### src/rtl/csa_pkg.sv
// Shared types and constants for the serial carry-skip adder.
package csa_pkg;

  localparam int BLK_W = 4;

  typedef enum logic [1:0] {
    IDLE = 2'd0,
    RUN  = 2'd1,
    DONE = 2'd2
  } csa_state_e;

  // Block index needs at least one bit even when there is a single block.
  function automatic int csa_idx_w(input int nblk);
    if (nblk > 1) begin
      return $clog2(nblk);
    end else begin
      return 1;
    end
  endfunction

endpackage

### src/rtl/csa_prop_gen4.sv
// 4-bit propagate generator: bitwise propagate vector and block propagate.
module csa_prop_gen4 (
  input  logic [3:0] a4,
  input  logic [3:0] b4,
  output logic [3:0] p,
  output logic       bp
);

  assign p  = a4 ^ b4;
  assign bp = &p;

endmodule

### src/rtl/csa_skip_block4.sv
// One 4-bit carry-skip block: ripple chain plus a skip mux on the block carry.
module csa_skip_block4
  import csa_pkg::*;
(
  input  logic [BLK_W-1:0] a4,
  input  logic [BLK_W-1:0] b4,
  input  logic             ci,
  output logic [BLK_W-1:0] s4,
  output logic             co,
  output logic             bp
);

  logic [BLK_W-1:0] p_s;
  logic [BLK_W-1:0] g_s;
  logic [BLK_W:0]   c_s;

  csa_prop_gen4 u_pg (
    .a4 (a4),
    .b4 (b4),
    .p  (p_s),
    .bp (bp)
  );

  assign g_s = a4 & b4;

  // Ripple chain; when every bit propagates the carry-in bypasses the chain.
  always_comb begin
    c_s    = '0;
    c_s[0] = ci;
    for (int i = 0; i < BLK_W; i++) begin
      c_s[i+1] = g_s[i] | (p_s[i] & c_s[i]);
    end
    s4 = p_s ^ c_s[BLK_W-1:0];
    if (bp) begin
      co = ci;
    end else begin
      co = c_s[BLK_W];
    end
  end

endmodule

### src/rtl/csa_serial_skip_adder.sv
// Multi-cycle carry-skip adder, one 4-bit block per clock, LSB block first.
// Optional skip statistics output enabled by defining CSA_SKIP_STATS_EN.
module csa_serial_skip_adder
  import csa_pkg::*;
#(
  parameter int WIDTH = 16
) (
  input  logic             clk,
  input  logic             rst,
  input  logic             in_valid,
  output logic             in_ready,
  input  logic [WIDTH-1:0] a,
  input  logic [WIDTH-1:0] b,
  input  logic             cin,
  output logic             out_valid,
  input  logic             out_ready,
  output logic [WIDTH-1:0] sum,
  output logic             cout
`ifdef CSA_SKIP_STATS_EN
  ,
  output logic [$clog2(WIDTH/BLK_W+1)-1:0] skip_cnt
`endif
);

  localparam int NBLK  = WIDTH / BLK_W;
  localparam int IDX_W = csa_idx_w(NBLK);
  localparam logic [IDX_W-1:0] LAST_IDX = IDX_W'(NBLK - 1);

  csa_state_e       state_r;
  csa_state_e       state_nxt_s;
  logic [WIDTH-1:0] a_r;
  logic [WIDTH-1:0] b_r;
  logic [WIDTH-1:0] sum_r;
  logic [IDX_W-1:0] idx_r;
  logic             carry_r;
  logic             cout_r;
  logic             out_valid_r;
  logic             in_ready_r;
  logic             accept_s;
  logic             last_s;
  logic             release_s;
  logic [BLK_W-1:0] a_blk_s;
  logic [BLK_W-1:0] b_blk_s;
  logic [BLK_W-1:0] s_blk_s;
  logic             co_blk_s;
  logic             bp_blk_s;

  assign a_blk_s = a_r[idx_r*BLK_W +: BLK_W];
  assign b_blk_s = b_r[idx_r*BLK_W +: BLK_W];

  csa_skip_block4 u_blk (
    .a4 (a_blk_s),
    .b4 (b_blk_s),
    .ci (carry_r),
    .s4 (s_blk_s),
    .co (co_blk_s),
    .bp (bp_blk_s)
  );

  // Next-state and handshake decode.
  always_comb begin
    state_nxt_s = state_r;
    accept_s    = 1'b0;
    last_s      = 1'b0;
    release_s   = 1'b0;
    case (state_r)
      IDLE: begin
        if (in_valid && in_ready_r) begin
          accept_s    = 1'b1;
          state_nxt_s = RUN;
        end else begin
          state_nxt_s = IDLE;
        end
      end
      RUN: begin
        if (idx_r == LAST_IDX) begin
          last_s      = 1'b1;
          state_nxt_s = DONE;
        end else begin
          state_nxt_s = RUN;
        end
      end
      DONE: begin
        if (out_valid_r && out_ready) begin
          release_s   = 1'b1;
          state_nxt_s = IDLE;
        end else begin
          state_nxt_s = DONE;
        end
      end
      default: begin
        state_nxt_s = IDLE;
      end
    endcase
  end

  // State register; in_ready is registered from the next state so it is low in reset.
  always_ff @(posedge clk or posedge rst) begin
    if (rst) begin
      state_r    <= IDLE;
      in_ready_r <= 1'b0;
    end else begin
      state_r    <= state_nxt_s;
      in_ready_r <= (state_nxt_s == IDLE);
    end
  end

  // Operand capture and per-block accumulation.
  always_ff @(posedge clk or posedge rst) begin
    if (rst) begin
      a_r         <= '0;
      b_r         <= '0;
      sum_r       <= '0;
      idx_r       <= '0;
      carry_r     <= 1'b0;
      cout_r      <= 1'b0;
      out_valid_r <= 1'b0;
    end else if (accept_s) begin
      a_r     <= a;
      b_r     <= b;
      sum_r   <= '0;
      idx_r   <= '0;
      carry_r <= cin;
      cout_r  <= 1'b0;
    end else if (state_r == RUN) begin
      sum_r[idx_r*BLK_W +: BLK_W] <= s_blk_s;
      carry_r                     <= co_blk_s;
      if (last_s) begin
        idx_r       <= '0;
        cout_r      <= co_blk_s;
        out_valid_r <= 1'b1;
      end else begin
        idx_r <= idx_r + IDX_W'(1);
      end
    end else if (release_s) begin
      out_valid_r <= 1'b0;
    end else begin
      out_valid_r <= out_valid_r;
    end
  end

  assign in_ready  = in_ready_r;
  assign out_valid = out_valid_r;
  assign sum       = sum_r;
  assign cout      = cout_r;

`ifdef CSA_SKIP_STATS_EN
  localparam int SKW = $clog2(NBLK + 1);
  logic [SKW-1:0] skip_cnt_r;

  // Count blocks whose carry took the skip path in the current operation.
  always_ff @(posedge clk or posedge rst) begin
    if (rst) begin
      skip_cnt_r <= '0;
    end else if (accept_s) begin
      skip_cnt_r <= '0;
    end else if (state_r == RUN) begin
      skip_cnt_r <= skip_cnt_r + SKW'(bp_blk_s);
    end else begin
      skip_cnt_r <= skip_cnt_r;
    end
  end

  assign skip_cnt = skip_cnt_r;
`endif

endmodule

### config.mk
export PLATFORM = sky130hd
export DESIGN_NAME = csa_serial_skip_adder
export DESIGN_NICKNAME = d
export VERILOG_FILES = /design/src/rtl/csa_pkg.sv /design/src/rtl/csa_prop_gen4.sv /design/src/rtl/csa_skip_block4.sv /design/src/rtl/csa_serial_skip_adder.sv
export SDC_FILE = /design/constraint.sdc
export NUM_CORES = 1
export LEC_CHECK = 0
export ABC_AREA = 1
export CAP_MARGIN = 20
export CORE_MARGIN = 2
export CORE_UTILIZATION = 50
export CTS_CLUSTER_DIAMETER = 120
export DETAILED_ROUTE_END_ITERATION = 7
export DONT_BUFFER_PORTS = 1
export HOLD_SLACK_MARGIN = 0.15
export PLACE_DENSITY = 0.67
export SETUP_SLACK_MARGIN = 0.05
export SYNTH_ARGS = -nofsm -noshare
export SYNTH_HDL_FRONTEND = slang
export SYNTH_HIERARCHICAL = 1
export SYNTH_SLANG_ARGS = --single-unit
### constraint.sdc
create_clock -name clk -period 2.9 [get_ports clk]
set_input_delay 0.435 -clock clk [delete_from_list [all_inputs] [get_ports clk]]
set_output_delay 0.435 -clock clk [all_outputs]
set_load 0.1 [all_outputs]
==> metrics.md <==
| Metric | Value |
|---|---|
| RSZ-0062 raised after global routing | true |
| Routed wl met2 | ~2700 um |
| Routed vias/inst | 5.08 |
| H-tree Lvls | 2 |
| FF/Latch Area | around 0.0014 mm2 |
| ANT cells | 0 |
| Hold Path Class | primary input to asynchronous set/reset pin |
| Routed met3 length | about 350 um |
| Final Wtd Congestion | roughly 0.8 |
| Root buf cell | clkbuf_8 |
| CP max stage delay | 460 ps |
| Filler cells | just under 600 |
| Clock latency on the worst-skew pair | 310 ps |
| Post-DR wirelength/cell | roughly 14 um |
| Worst setup SP type | register |
| GR Overflow Total | 0 |
| Die Wd | 80.9 um |
| Die height | a little over 80 um |
| First-pass GRT wire length | a little over 10000 um |
| Highest routed layer | met4 |
| Total core area | 0.00582 mm2 |
| Top cell type's share of synthesized area | 47.4% |
| Num Clock Sinks | 56 |
| WP data required | between 3000 and 4000 ps |
| Largest net degree at the start of global routing | between 60 and 70 |
| Avg Inst Size Synth | slightly below 8 um2 |
| Final max-slew violation count | 0 |
| GR Util All Layers | 20.6% |
| Crit end category | register |
| Initial antenna violation count | 0 |
| Post-CTS Setup Bufs | 0 |
| Full die area | approximately 0.0065 mm2 |
| Critical path's slowest cell | dfrtp_2 |
| CP most frequent cell | nand2_1 |
| Initial Util | slightly above 50% |
| Pre-Repair DR Iteration Count | 4 |
| Drt initial violations | approximately 140 |
| Worst path cell trace | inv_4 -> nor2_2 -> nor2_1 -> o21ai_1 -> nand2_1 -> inv_1 -> nand2_1 -> nand2_2 -> ha_4 -> a21o_1 -> ha_2 -> a21o_1 -> ha_2 -> a21o_1 -> ha_4 -> nand3_2 -> nor2_1 -> nand2_1 -> nand2_1 |
| Multi-input gate area in the final layout | about 0.0013 mm2 |
| Max transition margin | about two fifths |
| Final hold viol count | 0 |
| Sequential area share after synthesis | 47.4% |
| Max Clk Rate | 372 MHz |
| Crit path arrival time | between 2000 and 3000 ps |
| Cell variety after synth | 20 |
| Remaining antenna violation count | 0 |
| Final setup TNS | 0 ps |
| Minimum clock period | 2690 ps |
| Vias in the first global route | around 2200 |
| Fin nets | roughly 430 |
| DRC violations left | 0 |
| Area contributors post-synth | dfrtp_1 (47%), nand2_1 (14%), nand3_1 (6.9%), nor2_1 (6.2%), inv_1 (5.2%) |
| Vias | 2327 |
| Setup CP Type | register to register |
| Synthesized Nets | approximately 430 |
| Worst-path clk slew | 100 ps |
| Fin Clk Skew | between 5 and 6 ps |
| Synth area leader | dfrtp_1 |
| Std-Cell Rows | 28 |
| # IOs | 56 |
| Met1 Wirelength | 3090 um |
| Final period utilization | between 90% and 100% |
| TritonCTS buffer count | 5 |
| Max-cap viol count | 0 |
| Clock Path Buffers | 2 |
| Crit-path max FO | 6 |
| Mapped Area | around 0.0030 mm2 |
| Status | finished, final reports clean |
| Synthesis-stage register bit count | 56 |
| Yosys warnings | 6 |
| Final setup violation count | 0 |
| IO Port Bufs | 0 |
| CTS tree | built |
| Hpwl dp | ~4400 um |
| Synthesized instance count | between 300 and 400 |
| Area Growth Syn to Fin | 7.24% |
| Slew @ Worst Pin | just over 900 ps |
| DRT Wirelength | between 6000 and 7000 um |
| Layout cell share with drive strength beyond 1 | 12.5% |
## logic make-up (layout without fill, tap and decap cells)
| family | after synthesis | in the layout | synth area share [%] |
|---|---|---|---|
| compound gates | 49 | 49 | 10.3 |
| fa+ha+maj | 10 | 10 | 4.23 |
| buf+inv | 57 | 59 | 8.93 |
| flops | 56 | 56 | 47.4 |
| simple gates | 209 | 209 | 29.1 |
## cells in the mapped netlist
cell type and instances:
buf_6 4, nor2_4 1, buf_4 3, nor2_2 1, o211ai_1 4, nand2_4 1, o21ai_0 19, ha_1 10
a21oi_2 11, nand3_1 41, a21o_1 3, nor2_1 49, nand2_1 113, inv_1 41, nand2b_1 1, clkbuf_1 2
a21oi_1 12, buf_2 7, dfrtp_1 56, nand4_1 2
## path summary, 6_finish.rpt
| check | startpoint | end | slack [ps] | depth (start not counted) |
|---|---|---|---|---|
| setup / recovery | idx_r[0]$_DFFE_PP0P_ | sum[7]$_DFFE_PP0P_ | 210 | 19 |
| hold / removal | rst | a_r[2]$_DFFE_PP0P_ | 190 | 2 |
| setup reg to reg | idx_r[0]$_DFFE_PP0P_ | sum[7]$_DFFE_PP0P_ | 210 | 19 |
| hold reg to reg | b_r[3]$_DFFE_PP0P_ | b_r[3]$_DFFE_PP0P_ | 480 | 2 |
| max in group asynchronous | rst | idx_r[0]$_DFFE_PP0P_ | 2230 | 2 |
| min in group clk | a[15] | a_r[15]$_DFFE_PP0P_ | 260 | 2 |
## per-layer routing
metal  vias up  global-route usage, %
met5         -                      0
met1      1064                   30.3
met4         0                   6.78
met3         9                   4.44
li1       1199                      -
met2        55                   30.2
## state kept, by name, indices dropped and copies added, names as in the netlist
name       count
a_r           16
b_r           16
sum           16
idx_r          2
state_r        2
carry_r        1
cout           1
in_ready       1
out_valid      1
## placed cells by master, fill, tap and decap left out, types with 6 or more instances in the layout
| master | n |
|---|---|
| ha_1 | 6 |
| inv_1 | 38 |
| nand2_1 | 111 |
| dfrtp_1 | 55 |
| a21oi_2 | 13 |
| nor2_1 | 46 |
| nand3_1 | 40 |
| buf_4 | 8 |
| clkbuf_8 | 6 |
| a21oi_1 | 10 |
| o21ai_0 | 17 |
## layout make-up
cell class | count | area share [%]
flip-flops and latches | 56 | 44.3
repair inverters | 1 | 0.237
inverters | 41 | 4.93
clock buffers | 6 | 2.61
multi-input cells | 268 | 42.4
repair buffers | 9 | 2.25
clock inverters | 2 | 0.316
well taps | 75 | 2.96
## through the flow
stage                     cell area [um2]  utilization, %  cells  worst slack (ps)  hold WS [ps]
after floorplan                      2960               -    381              96.1           437
after global placement               3010            51.7    449               222           454
after detailed placement             3010            51.7    449              95.6           459
after CTS                            3100            53.3    457              53.7           215
after global routing                 3170            54.5    458              42.7           240
final                                3170            54.5    458               215           187
## critical path, delay by kind of cell (launching register included)
kind / cells / cell delay [ps]
simple gates: 9 / 690
compound gates: 4 / 570
flops: 1 / 460
fa+ha+maj: 4 / 780
buf+inv: 2 / 150
## timing repair
action / in CTS / in global routing
endpoints found under the setup margin: 0 / 6
gates resized for setup: 0 / 20
hold buffers: 0 / 0
Power is not shown: default switching activity piles up to over one toggle a cycle in this logic, so the estimate is an artifact.
